==> src/rtl/sr_excitation_driver.sv <==
// rtl/sr_excitation_driver.sv - S/R input sequencer and self-checker for an external set-reset flop
module sr_excitation_driver #(
  parameter int WIDTH   = 8,
  parameter int CNT_W   = 4,
  parameter int MIN_EXC = 1,
  localparam int IDX_W  = (WIDTH > 1) ? $clog2(WIDTH) : 1
) (
  input  logic             clk,
  input  logic             rst,
  input  logic             start,
  input  logic [WIDTH-1:0] pattern,
  input  logic             q_in,
  output logic             s_out,
  output logic             r_out,
  output logic             busy,
  output logic             done,
  output logic             mismatch,
  output logic [CNT_W-1:0] err_cnt,
  output logic [IDX_W-1:0] bit_idx
);

  typedef enum logic [2:0] {
    ST_IDLE,
    ST_DRIVE,
    ST_HOLD,
    ST_CHECK,
    ST_DONE
  } state_t;

  state_t           state;
  state_t           state_nx;
  logic [WIDTH-1:0] pat_q;
  logic             d;
  logic             last_bit;
  logic             s_nx;
  logic             r_nx;

  assign d        = pat_q[bit_idx];
  assign last_bit = (bit_idx == IDX_W'(WIDTH - 1));
  assign busy     = (state == ST_DRIVE) || (state == ST_HOLD) || (state == ST_CHECK);
  assign done     = (state == ST_DONE);

  // Minimal mode only pulses the input that actually moves q; forced mode always drives.
  always_comb begin
    s_nx = 1'b0;
    r_nx = 1'b0;
    if (MIN_EXC != 0) begin
      s_nx = d & ~q_in;
      r_nx = ~d & q_in;
    end else begin
      s_nx = d;
      r_nx = ~d;
    end
  end

  always_ff @(posedge clk) begin
    if (rst) begin
      state <= ST_IDLE;
    end else begin
      state <= state_nx;
    end
  end

  always_comb begin
    state_nx = state;
    case (state)
      ST_IDLE:  if (start) state_nx = ST_DRIVE;
      ST_DRIVE: state_nx = ST_HOLD;
      ST_HOLD:  state_nx = ST_CHECK;
      ST_CHECK: state_nx = last_bit ? ST_DONE : ST_DRIVE;
      ST_DONE:  state_nx = ST_IDLE;
      default:  state_nx = ST_IDLE;
    endcase
  end

  // Drive outputs default low each cycle, so s/r are only high during HOLD.
  always_ff @(posedge clk) begin
    if (rst) begin
      s_out    <= 1'b0;
      r_out    <= 1'b0;
      mismatch <= 1'b0;
      err_cnt  <= '0;
      bit_idx  <= '0;
      pat_q    <= '0;
    end else begin
      s_out    <= 1'b0;
      r_out    <= 1'b0;
      mismatch <= 1'b0;
      case (state)
        ST_IDLE: begin
          if (start) begin
            pat_q   <= pattern;
            bit_idx <= '0;
            err_cnt <= '0;
          end
        end
        ST_DRIVE: begin
          s_out <= s_nx;
          r_out <= r_nx;
        end
        ST_CHECK: begin
          if (q_in != d) begin
            mismatch <= 1'b1;
            if (err_cnt != {CNT_W{1'b1}}) err_cnt <= err_cnt + 1'b1;
          end
          if (!last_bit) bit_idx <= bit_idx + 1'b1;
        end
        default: ;
      endcase
    end
  end

endmodule

==> config.mk <==
export PLATFORM = sky130hd
export DESIGN_NAME = sr_excitation_driver
export DESIGN_NICKNAME = d
export VERILOG_FILES = /design/src/rtl/sr_excitation_driver.sv
export SDC_FILE = /design/constraint.sdc
export NUM_CORES = 1
export LEC_CHECK = 0
export BUFFER_PORTS_ARGS = -buffer_cell sky130_fd_sc_hd__buf_2
export CAP_MARGIN = 10
export CORE_MARGIN = 5
export CORE_UTILIZATION = 51
export CTS_CLUSTER_SIZE = 40
export DETAILED_ROUTE_END_ITERATION = 6
export HOLD_SLACK_MARGIN = 0.05
export PLACE_DENSITY = 0.82
export SLEW_MARGIN = 40
export SYNTH_ARGS = -nofsm -noshare
export SYNTH_HDL_FRONTEND = slang
export SYNTH_SLANG_ARGS = --single-unit
export TNS_END_PERCENT = 5
==> constraint.sdc <==
create_clock -name clk -period 3.08 [get_ports clk]
set_input_delay 0.462 -clock clk [delete_from_list [all_inputs] [get_ports clk]]
set_output_delay 0.462 -clock clk [all_outputs]
set_load 0.005 [all_outputs]
**Word level (Yosys, flattened, before mapping)**

Cells that the tools add are included.

- Input bits: 12
- Logic and storage cells: 49
- Output and inout port bits: 12
- Register bits after elaboration: 21

- Multiplexer cells: 13
- Reduce and logical (&&, ||, !) cells: 9
- Add/subtract/negate cells: 2
- Bitwise operators: 6
- Eq/ne operators: 11
- $lt $le $gt $ge: 1

Operators by type and width:

| operator | count |
|---|---|
| $mux W3 | 4 |
| $mux W4 | 3 |
| $pmux W3 S4 | 1 |
| $pmux W4 S2 | 1 |
| $eq A3 B2 Y1 const B | 2 |
| $eq A3 B3 Y1 const B | 2 |
| $pmux W3 S2 | 1 |
| $add A4 B1 Y4 const B | 1 |
| $lt A3 B4 Y1 const B | 1 |
| $ne A2 B1 Y1 const B | 2 |
| $ne A2 B2 Y1 const B | 2 |
| $ne A4 B4 Y1 const B | 1 |
| $not A1 Y1 | 4 |
| $reduce_and A4 Y1 | 1 |
| $reduce_or A2 Y1 | 2 |
| $add A3 B1 Y3 const B | 1 |
| $bmux W1 S3 | 1 |
| $eq A3 B1 Y1 const B | 1 |
| $logic_not A3 Y1 | 1 |
| $reduce_and A3 Y1 | 1 |
| $and A1 B1 Y1 | 2 |
| $logic_or A1 B1 Y1 | 2 |
| $mux W1 | 2 |
| $reduce_and A2 Y1 | 1 |
| other kinds (2) | 2 |

**Logic depth before layout (Yosys ltp)**

- Depth in word-level cells: 5
- Mapped depth: 7

**Least setup slack after synthesis**

No wires, ideal clock.

- Path type: reg2reg
- Start point: reg bit_idx[0]
- End point: reg err_cnt[0]
- Data required time: 3022 ps
- Clock period less this slack: 2269 ps
- Buffers on the path: 0
- Data arrival time: 2211 ps
- Cell stages (with the launch flop): 8
- Setup slack: 811 ps
- Cells stage by stage: dfxtp_1 > mux4_2 > mux2i_1 > inv_1 > ha_1 > and4bb_4 > a2111oi_0 > a31o_2

- Cells in the longest elaborated chain, start to end: 5

Ends and longest elaborated chain:

| what | RTL line | RTL |
|---|---|---|
| start, declared | 19 | `output logic [IDX_W-1:0] bit_idx` |
| start signal, assigned | 106 | `if (!last_bit) bit_idx <= bit_idx + 1'b1;` |
| $bmux W1 S3 | 38 | `assign d = pat_q[bit_idx];` |
| $mux W1 (implied by the code) | 38 |  |
| $ne A1 B1 Y1 | 102 | `if (q_in != d) begin` |
| $ne A2 B1 Y1 (no line) | n/a |  |
| $reduce_and A4 Y1 (no line) | n/a |  |
| end signal, assigned | 104 | `if (err_cnt != {CNT_W{1'b1}}) err_cnt <= err_cnt + 1'b1;` |
| end, declared | 18 | `output logic [CNT_W-1:0] err_cnt,` |

Every way passes these cells. The select of a mux whose other input is x is not followed.
A chain may end at the register's enable or synchronous reset.

**Worst setup path in the final report**

Ends and elaborated chain as after synthesis.

==> results.cfg <==
[power]
powerDensity_nw_per_um2 = 469
ir_drop_mv = 0.350
p_leak_nw = 0.501

[global_route]
grt_pass1_wl_um = 3160
grt-ovfl-total = 0
grt_max_degree = 20
antenna_found_initial = 0
grt_pass1_vias = 707
grt_use_total = 0.151

[placement]
dp_cells = 152
dp_hpwl_um = 1440
post_dp_cell_area_um2 = 1130
place_congestion = 0.787
portBuffers = 23

[route]
routed_wl_um = 1970
vias = 796
wl_per_cell_um = 12.6
viasPerCell = 5.10
drc_errors = 0
drtPass1Iterations = 7
drt_iter0_drc = 4
ant_nets = 0

[timing]
min_period_ns = 2.53
setup-tns-final_ns = 0
finalHoldViolCount = 0
slew_headroom = 0.729
fin_skew_ns = 0.00236
rsz0062_at_grt = no
post-route-period-util = 0.820
drv_slew = 0
max_clock_freq_mhz = 396
whs_ns = 0.377
finalSetupViolations = 0
tightest_slew_ns = 0.396

[finish]
stdcell_count = 156
nets = 147
synthToLayoutAreaGrowth_pct = 13.3
final_area_um2 = 1150
fin_util = 0.595
drive_gt1_frac = 0.295
antenna_cells = 0

[synthesis]
yosysMostFrequentCell = dfxtp_1
avgSynthCellArea_um2 = 9.44
synth_area_leaders = dfxtp_1 41%, nand2_1 7.0%, ha_1 6.1%
synth_largest_area_cell = dfxtp_1
syn_nets = 125
synthArstFlopShare = 0
synth_commonest_cells = 21 x dfxtp_1, 19 x nand2_1, 11 x a21oi_1, 6 x nor2_1
synth-seq-area-share = 0.412
ys_ff_latch = 21
synth_area_um2 = 1020
synth_cell_types = 35
postSynthCellCount = 108
ys.flop_type = dfxtp_1
synth_edf_count = 0
synthDominantCellAreaShare = 0.412
synth-warning-count = 0

[clock_network]
cts_hold_buf = 0
numClockSinks = 21
cts_buffers = 3
post_cts_buffers = 0
cts_root_buffer = clkbuf_4
post_cts_resized = 0
tritoncts = built
clk_pin_slew_ns = 0.11
cts_buffer_depth = 2
insertion_delay_ns = 0.31
h-tree-depth = 1

[die]
start_util = 0.525
fp.dieH_um = 54.7
die-area_um2 = 2990
die_x_um = 54.7
rows = 16
core_um2 = 1940
io_pins = 24

[setup_path]
worst_setup_path_start_kind = flop
arrival_ns = 2.79
crit_required_ns = 3.34
r2r_slack_ns = 0.55
rr_endpoint = err_cnt[0]
ff2ff_path_depth = 7
crit_type = flop to flop
cp-end-kind = flop
crit_path_max_fanout = 7
r2r_start = bit_idx[0]

[hold_path]
hold_depth = 3
min-delay-start = pattern[5]
hold_class = input pin to flop
holdPathEnd = pat_q[5]

[run_status]
outcome = finished, final reports clean

[job]
maxCapViolCount = 0
-- per-stage QoR --
stage                     worst slack (ns)  total power [mW]
after floorplan                      0.811             0.392
after global placement               0.770             0.409
after detailed placement             0.554             0.415
after CTS                            0.527             0.546
after global routing                 0.350             0.573
final                                0.553             0.541
-- cells in the final DEF, fill, tap and decap left out, types with 2 or more instances in the layout --
cell type	synthesis	routed
a21oi_1	11	11
nand3_1	4	4
ha_1	5	5
inv_1	5	5
buf_2	2	23
a21oi_2	2	2
mux2i_1	2	2
nand3_2	2	2
and3b_1	2	2
dfxtp_1	21	21
nand2_1	19	19
clkbuf_4	0	3
nor2_1	6	6
mux4_2	2	2
nor3_1	2	2
-- state kept, by name, indices dropped and copies added, names as in the netlist --
signal,cells
r_out,1
bit_idx,3
s_out,1
err_cnt,4
state,3
pat_q,8
mismatch,1
-- layer usage --
metal	share of wire	up-vias	wire length, um	track usage
met3	0.052	4	103	0.0327
met4	0.014	0	27	0.0996
met2	0.46	17	897	0.228
li1	-	421	-	-
met1	0.48	354	938	0.189
met5	0	-	0	0
-- kinds of logic (layout without fill, tap and decap cells) --
group                      after synthesis  in the layout  share of synthesized area
muxes                                    4              4                     0.0638
buffers and inverters                   12             33                     0.0650
xor gates and xnor gates                 1              1                    0.00859
AOI/OAI and AO/OA                       19             19                      0.121
adders and majority gates                5              5                     0.0613
and+or+nand+nor                         46             46                      0.268
DFF                                     21             21                      0.412
-- critical path, cell delays in order, from the launching register on --
cell and delay (ns):
dfxtp_1 0.49, mux4_2 0.54, mux2i_1 0.23, inv_1 0.08
ha_1 0.32, and4bb_4 0.27, a2111oi_0 0.40, a31o_2 0.16
-- worst max-delay path by stage --
stage                from          to  slack [ns]  cells past startpoint
6_report       bit_idx[0]  err_cnt[0]        0.55                      7
5_1_grt        bit_idx[0]  err_cnt[0]        0.35                      7
4_1_cts        bit_idx[0]  err_cnt[0]        0.53                      7
3_5_place_dp   bit_idx[0]  err_cnt[0]        0.55                      7
3_3_place_gp   bit_idx[0]  err_cnt[0]        0.77                      7
2_1_floorplan  bit_idx[0]  err_cnt[0]        0.81                      7
-- final cells by class --
cell class | count | area (um^2)
multi-input combinational | 75 | 533
fill | 175 | 787
inverter | 5 | 18.8
tap | 27 | 33.8
sequential | 21 | 420
timing repair buffer | 24 | 123
clock buffer | 4 | 26.3
-- report_power, final --
group | internal, mW | switching [mW]
clock network | 0.0506 | 0.0832
logic | 0.0476 | 0.0485
registers | 0.289 | 0.0223
Power figures use the tool's default switching activity.
